[src/rtl/beta_control_unit.sv]
// ----------------------------------------------------------------------------
// beta_control_unit
// Instruction-decode control unit for a 32-bit Beta-style datapath.
// Opcode instruction[31:26] is decoded combinationally into mux selects, the
// ALU function, memory strobes and the register-file write enable. A single
// clocked flag remembers a pending interrupt so it is taken between
// instructions. Interrupt take overrides decode; reset overrides everything
// that could disturb architectural state (memory write, regfile write, PC).
// ----------------------------------------------------------------------------
module beta_control_unit (
    input  logic        clk,
    input  logic        rst_n,
    input  logic [31:0] instruction,
    input  logic        z,
    input  logic        irq,
    input  logic        supervisor,
    output logic [5:0]  ALUFN,
    output logic        ASEL,
    output logic        BSEL,
    output logic        MOE,
    output logic        MWR,
    output logic [2:0]  PCSEL,
    output logic        RA2SEL,
    output logic        WASEL,
    output logic [1:0]  WDSEL,
    output logic        WERF
);

    // Opcodes of the memory / control-transfer group
    localparam logic [5:0] OPC_LD  = 6'b011000;
    localparam logic [5:0] OPC_ST  = 6'b011001;
    localparam logic [5:0] OPC_JMP = 6'b011011;
    localparam logic [5:0] OPC_BEQ = 6'b011100;
    localparam logic [5:0] OPC_BNE = 6'b011101;
    localparam logic [5:0] OPC_LDR = 6'b011111;

    // ALU function codes used outside the arithmetic classes
    localparam logic [5:0] ALU_ADD   = 6'b100000;
    localparam logic [5:0] ALU_PASSA = 6'b011010;

    // Next-PC select encodings
    localparam logic [2:0] PC_INC  = 3'b000;
    localparam logic [2:0] PC_BR   = 3'b001;
    localparam logic [2:0] PC_JMP  = 3'b010;
    localparam logic [2:0] PC_ILOP = 3'b011;
    localparam logic [2:0] PC_IRQ  = 3'b100;

    // Write-data select encodings
    localparam logic [1:0] WD_PC  = 2'b00;
    localparam logic [1:0] WD_ALU = 2'b01;
    localparam logic [1:0] WD_MEM = 2'b10;

    logic [5:0] opcode_s;
    logic       unused_instr_s;

    // Decoded (pre-override) control values
    logic [5:0] dec_alufn_s;
    logic       dec_asel_s;
    logic       dec_bsel_s;
    logic       dec_moe_s;
    logic       dec_mwr_s;
    logic [2:0] dec_pcsel_s;
    logic       dec_ra2sel_s;
    logic       dec_wasel_s;
    logic [1:0] dec_wdsel_s;
    logic       dec_werf_s;

    // Interrupt flag
    logic       irq_pending_q;
    logic       irq_pending_d;
    logic       irq_take_s;

    assign opcode_s = instruction[31:26];
    // Literal / register fields are consumed by the datapath, not here
    assign unused_instr_s = ^instruction[25:0];

    // An interrupt is taken whenever one is pending and we are in user mode
    assign irq_take_s = irq_pending_q & ~supervisor;

    // Opcode decode into datapath controls
    always_comb begin
        dec_alufn_s  = 6'b000000;
        dec_asel_s   = 1'b0;
        dec_bsel_s   = 1'b0;
        dec_moe_s    = 1'b0;
        dec_mwr_s    = 1'b0;
        dec_pcsel_s  = PC_INC;
        dec_ra2sel_s = 1'b0;
        dec_wasel_s  = 1'b0;
        dec_wdsel_s  = WD_ALU;
        dec_werf_s   = 1'b0;
        casez (opcode_s)
            6'b1?????: begin
                // OP (register B) and OPC (literal B) share the ALU encoding
                dec_alufn_s = {2'b10, opcode_s[3:0]};
                dec_bsel_s  = opcode_s[4];
                dec_wdsel_s = WD_ALU;
                dec_werf_s  = 1'b1;
            end
            OPC_LD: begin
                dec_alufn_s = ALU_ADD;
                dec_bsel_s  = 1'b1;
                dec_moe_s   = 1'b1;
                dec_wdsel_s = WD_MEM;
                dec_werf_s  = 1'b1;
            end
            OPC_ST: begin
                dec_alufn_s  = ALU_ADD;
                dec_bsel_s   = 1'b1;
                dec_ra2sel_s = 1'b1;
                dec_mwr_s    = 1'b1;
                dec_werf_s   = 1'b0;
            end
            OPC_JMP: begin
                dec_pcsel_s = PC_JMP;
                dec_wdsel_s = WD_PC;
                dec_werf_s  = 1'b1;
            end
            OPC_BEQ: begin
                dec_pcsel_s = z ? PC_BR : PC_INC;
                dec_wdsel_s = WD_PC;
                dec_werf_s  = 1'b1;
            end
            OPC_BNE: begin
                dec_pcsel_s = z ? PC_INC : PC_BR;
                dec_wdsel_s = WD_PC;
                dec_werf_s  = 1'b1;
            end
            OPC_LDR: begin
                dec_alufn_s = ALU_PASSA;
                dec_asel_s  = 1'b1;
                dec_moe_s   = 1'b1;
                dec_wdsel_s = WD_MEM;
                dec_werf_s  = 1'b1;
            end
            default: begin
                // Illegal opcode: trap to the illegal-op vector, save PC+4 in XP
                dec_pcsel_s = PC_ILOP;
                dec_wasel_s = 1'b1;
                dec_wdsel_s = WD_PC;
                dec_werf_s  = 1'b1;
                dec_mwr_s   = 1'b0;
            end
        endcase
    end

    // Apply interrupt-take override, then the reset safety override
    always_comb begin
        ALUFN  = dec_alufn_s;
        ASEL   = dec_asel_s;
        BSEL   = dec_bsel_s;
        MOE    = dec_moe_s;
        MWR    = dec_mwr_s;
        PCSEL  = dec_pcsel_s;
        RA2SEL = dec_ra2sel_s;
        WASEL  = dec_wasel_s;
        WDSEL  = dec_wdsel_s;
        WERF   = dec_werf_s;
        if (irq_take_s) begin
            PCSEL = PC_IRQ;
            WASEL = 1'b1;
            WDSEL = WD_PC;
            WERF  = 1'b1;
            MWR   = 1'b0;
            MOE   = 1'b0;
        end else begin
            PCSEL = PCSEL;
        end
        if (!rst_n) begin
            // Reset acts immediately, without waiting for a clock edge
            MWR   = 1'b0;
            WERF  = 1'b0;
            PCSEL = PC_INC;
            MOE   = 1'b0;
        end else begin
            WERF = WERF;
        end
    end

    // Next state of the pending-interrupt flag; a take wins over a new request
    always_comb begin
        irq_pending_d = irq_pending_q;
        if (irq_take_s) begin
            irq_pending_d = 1'b0;
        end else if (irq && !supervisor) begin
            irq_pending_d = 1'b1;
        end else begin
            irq_pending_d = irq_pending_q;
        end
    end

    // Pending-interrupt flag register
    always_ff @(posedge clk or negedge rst_n) begin
        if (!rst_n) begin
            irq_pending_q <= 1'b0;
        end else begin
            irq_pending_q <= irq_pending_d;
        end
    end

endmodule

[config.mk]
export PLATFORM = sky130hd
export DESIGN_NAME = beta_control_unit
export DESIGN_NICKNAME = d
export VERILOG_FILES = /design/src/rtl/beta_control_unit.sv
export SDC_FILE = /design/constraint.sdc
export NUM_CORES = 1
export LEC_CHECK = 0
export ABC_AREA = 0
export CAP_MARGIN = 20
export CORE_MARGIN = 1
export CORE_UTILIZATION = 17
export DETAILED_ROUTE_END_ITERATION = 12
export MAX_ROUTING_LAYER = met4
export PLACE_DENSITY = 0.84
export SLEW_MARGIN = 20
export SYNTH_ARGS = -nofsm -noshare
export SYNTH_HDL_FRONTEND = slang
export SYNTH_SLANG_ARGS = --single-unit
[constraint.sdc]
create_clock -name clk -period 1.49 [get_ports clk]
set_clock_uncertainty 0.2 [all_clocks]
set_input_delay 0.298 -clock clk [delete_from_list [all_inputs] [get_ports clk]]
set_output_delay 0.298 -clock clk [all_outputs]
set_load 0.02 [all_outputs]
==> key figures <==
Outcome
  – Status: finished, violations left
  – Failing checks: setup timing

Cells and area
  – Most frequent cells in the layout: 24 x buf_6, 13 x buf_4, 5 x buf_2
  – Largest registers: irq_pending_q (1)
  – # fillers: between 100 and 150
  – Most common cell after layout, fill and taps aside: buf_6
  – Most flop-heavy register: irq_pending_q
  – Max FFs per register: 1
  – Layout cells sized above 1: 0.813
  – Area Overhead vs Synth: 240%
  – Number of nets in the layout: 130
  – # diodes: 0

Detailed routing
  – Vias: between 500 and 600
  – DR iter-0 viols: 1
  – Total Routed Length: 1550 um
  – Residual DRC: 0
  – Vias per cell: 4.72
  – DR pass1 iterations: 3
  – Routed Antenna Nets: 0
  – Routed len/inst: ~14 um

Critical path
  – CP startpoint kind: input port
  – CP max stage cell: or3_4
  – Slowest stage delay, CP: 0.38 ns
  – CP Max Fanout: 3
  – CP Cell Sequence: buf_8 > or3_4 > a211o_4 > nor2b_4 > buf_6
  – Crit path kind: input port to output port
  – Critical path required time: 0.99 ns
  – CP arrival: 1.36 ns
  – CP endpoint kind: output port

Global route
  – Largest net degree at the start of global routing: 8
  – Initial antenna violation count: 0
  – Grt met3 use: 0.00431
  – All-Layer GR Usage: 0.150
  – Most Used Layer, Global Route: met2
  – Congestion Overflow GR: 0
  – GRT met2 Usage: 0.314
  – Vias in the first global route: 517
  – Global-route wire length before repair: ~2100 um
  – Met1 usage: 0.163

Yosys
  – Post-synthesis instance total: 43
  – Syn_nets: 80
  – Post-Syn Area: 278 um^2
  – Async SR Flop Fraction: 1.00
  – Mapped Avg Cell Area: 6.46 um^2
  – Post-synthesis register bit count: 1
  – Synth warn: 0
  – EDFF count, synth: 0
  – Seq/Total Area, Yosys: 0.0901
  – Distinct cells, synth: 23
  – Main synth FF type: dfrtp_1

STA
  – Max transition margin: 0.786
  – Max Clk Rate: 0.537 GHz
  – Worst-Margin Slew: 0.320 ns
  – Final Hold Viols: 0
  – Hold_ws: 0.172 ns
  – Setup-failing EPs final: 15
  – Final min period: approximately 1.9 ns
  – Pins Over Slew Limit: 0
  – Final worst slack: -0.372 ns
  – Final clock period utilization by the worst path: 1.25
  – RSZ-0062 raised after global routing: yes

Power and ir drop
  – Gate power share: 0.885
  – Pwr dens: 320 nW/um^2
  – Peak VDD IR: 0.172 mV
  – Sw power: about 0.00013 W
  – Sw Ratio: 0.443
  – Static Leak: 0.429 nW
  – Internal Power: 0.000168 W
  – Power share of the clock group: 0
  – Sequential share of power: 0.115

Clocking
  – Clock slew at the register clock pins of the worst setup and hold paths: 0 ns
  – Clk_lat worst skew: 0 ns

Floorplanning
  – Io pins: 55
  – Die Width: 42.4 um
  – # rows: 14
  – Die H: around 42 um
  – Core area: 1520 um^2
  – Initial Util: 0.182
  – Die ar.: 1800 um^2

Place
  – Detailed Place HPWL: ~870 um
  – Pre-CTS WS: -1.24 ns
  – Port Buffers: 28
  – Placer Congestion: 0.817

Flow run
  – Max Cap Violations: 0

Min path
  – Hold Path Class: input port to asynchronous set/reset pin
kinds of logic after synthesis:
kind of cell | share of synthesized area
AO/OA/AOI/OAI | 0.284
AND/OR/NAND/NOR | 0.545
flip-flops | 0.0901
buffers and inverters | 0.0811
power groups by stage:
stage | clock network (W) | logic, W | registers (W)
3_5_place_dp | 0 | 0.000199 | 0.0000332
4_1_cts | 0 | 0.000240 | 0.0000349
5_1_grt | 0 | 0.000280 | 0.0000349
2_1_floorplan | 0 | 0.0000905 | 0.0000324
6_report | 0 | 0.000267 | 0.0000347
3_3_place_gp | 0 | 0.000196 | 0.0000328
per-stage QoR:
step / util / cell area [um^2] / setup TNS [ns] / total power (W) / cells
after floorplan: - / 324 / -1.11 / 0.000123 / 43
after global placement: 0.471 / 718 / -17.35 / 0.000229 / 100
after detailed placement: 0.471 / 718 / -17.69 / 0.000232 / 100
after CTS: 0.567 / 863 / -2.39 / 0.000275 / 104
after global routing: 0.619 / 943 / -3.24 / 0.000314 / 107
final: 0.619 / 943 / -2.80 / 0.000302 / 107
final cells by class:
| class | count | area (um^2) | area share |
|---|---|---|---|
| multi-input cells | 38 | 407 | 0.431 |
| repair buffers | 50 | 484 | 0.513 |
| flip-flops and latches | 1 | 25.0 | 0.0265 |
| inverters | 2 | 7.51 | 0.00796 |
| well taps | 16 | 20.0 | 0.0212 |
routing by layer:
metal  vias to the layer above  routed length [um]
li1                        248                   -
met1                       241                 596
met2                        16                 884
met3                         0                  65
met4                         0                   0
met5                         -                   0
worst paths after layout:
check / startpoint / end / cells after the start / slack [ns]
worst min-delay path: rst_n / irq_pending_q / 2 / 0.17
worst max-delay path: instruction[27] / WDSEL[1] / 5 / -0.37
worst max register to register: irq_pending_q / irq_pending_q / 3 / 0.61
worst min register to register: irq_pending_q / irq_pending_q / 2 / 0.35
min in group clk: supervisor / irq_pending_q / 3 / 0.34
max in group asynchronous: rst_n / irq_pending_q / 2 / 0.82
cells in the mapped netlist (all sizes together), types with 2 or more instances:
cell type,instances,area (um^2)
nor2b,4,27.5
nor2,5,18.8
nor3,3,15.0
o21a,2,15.0
nand2,6,22.5
and2,2,12.5
a21oi,4,20.0
o21ai,2,10.0
inv,2,7.51
worst max-delay path, delay by kind of cell:
family                 cells  cell delay (ns)
AOI/OAI and AO/OA          1             0.36
buffers and inverters      2             0.22
and+or+nand+nor            2             0.49
what timing repair did:
action                                  4_1_cts  5_1_grt
pin swaps                                    12        9
endpoints found under the setup margin       18       17
buffers inserted                              4        3
hold buffers                                  0        0
gates resized for setup                     161       19
Power figures use the tool's default switching activity.
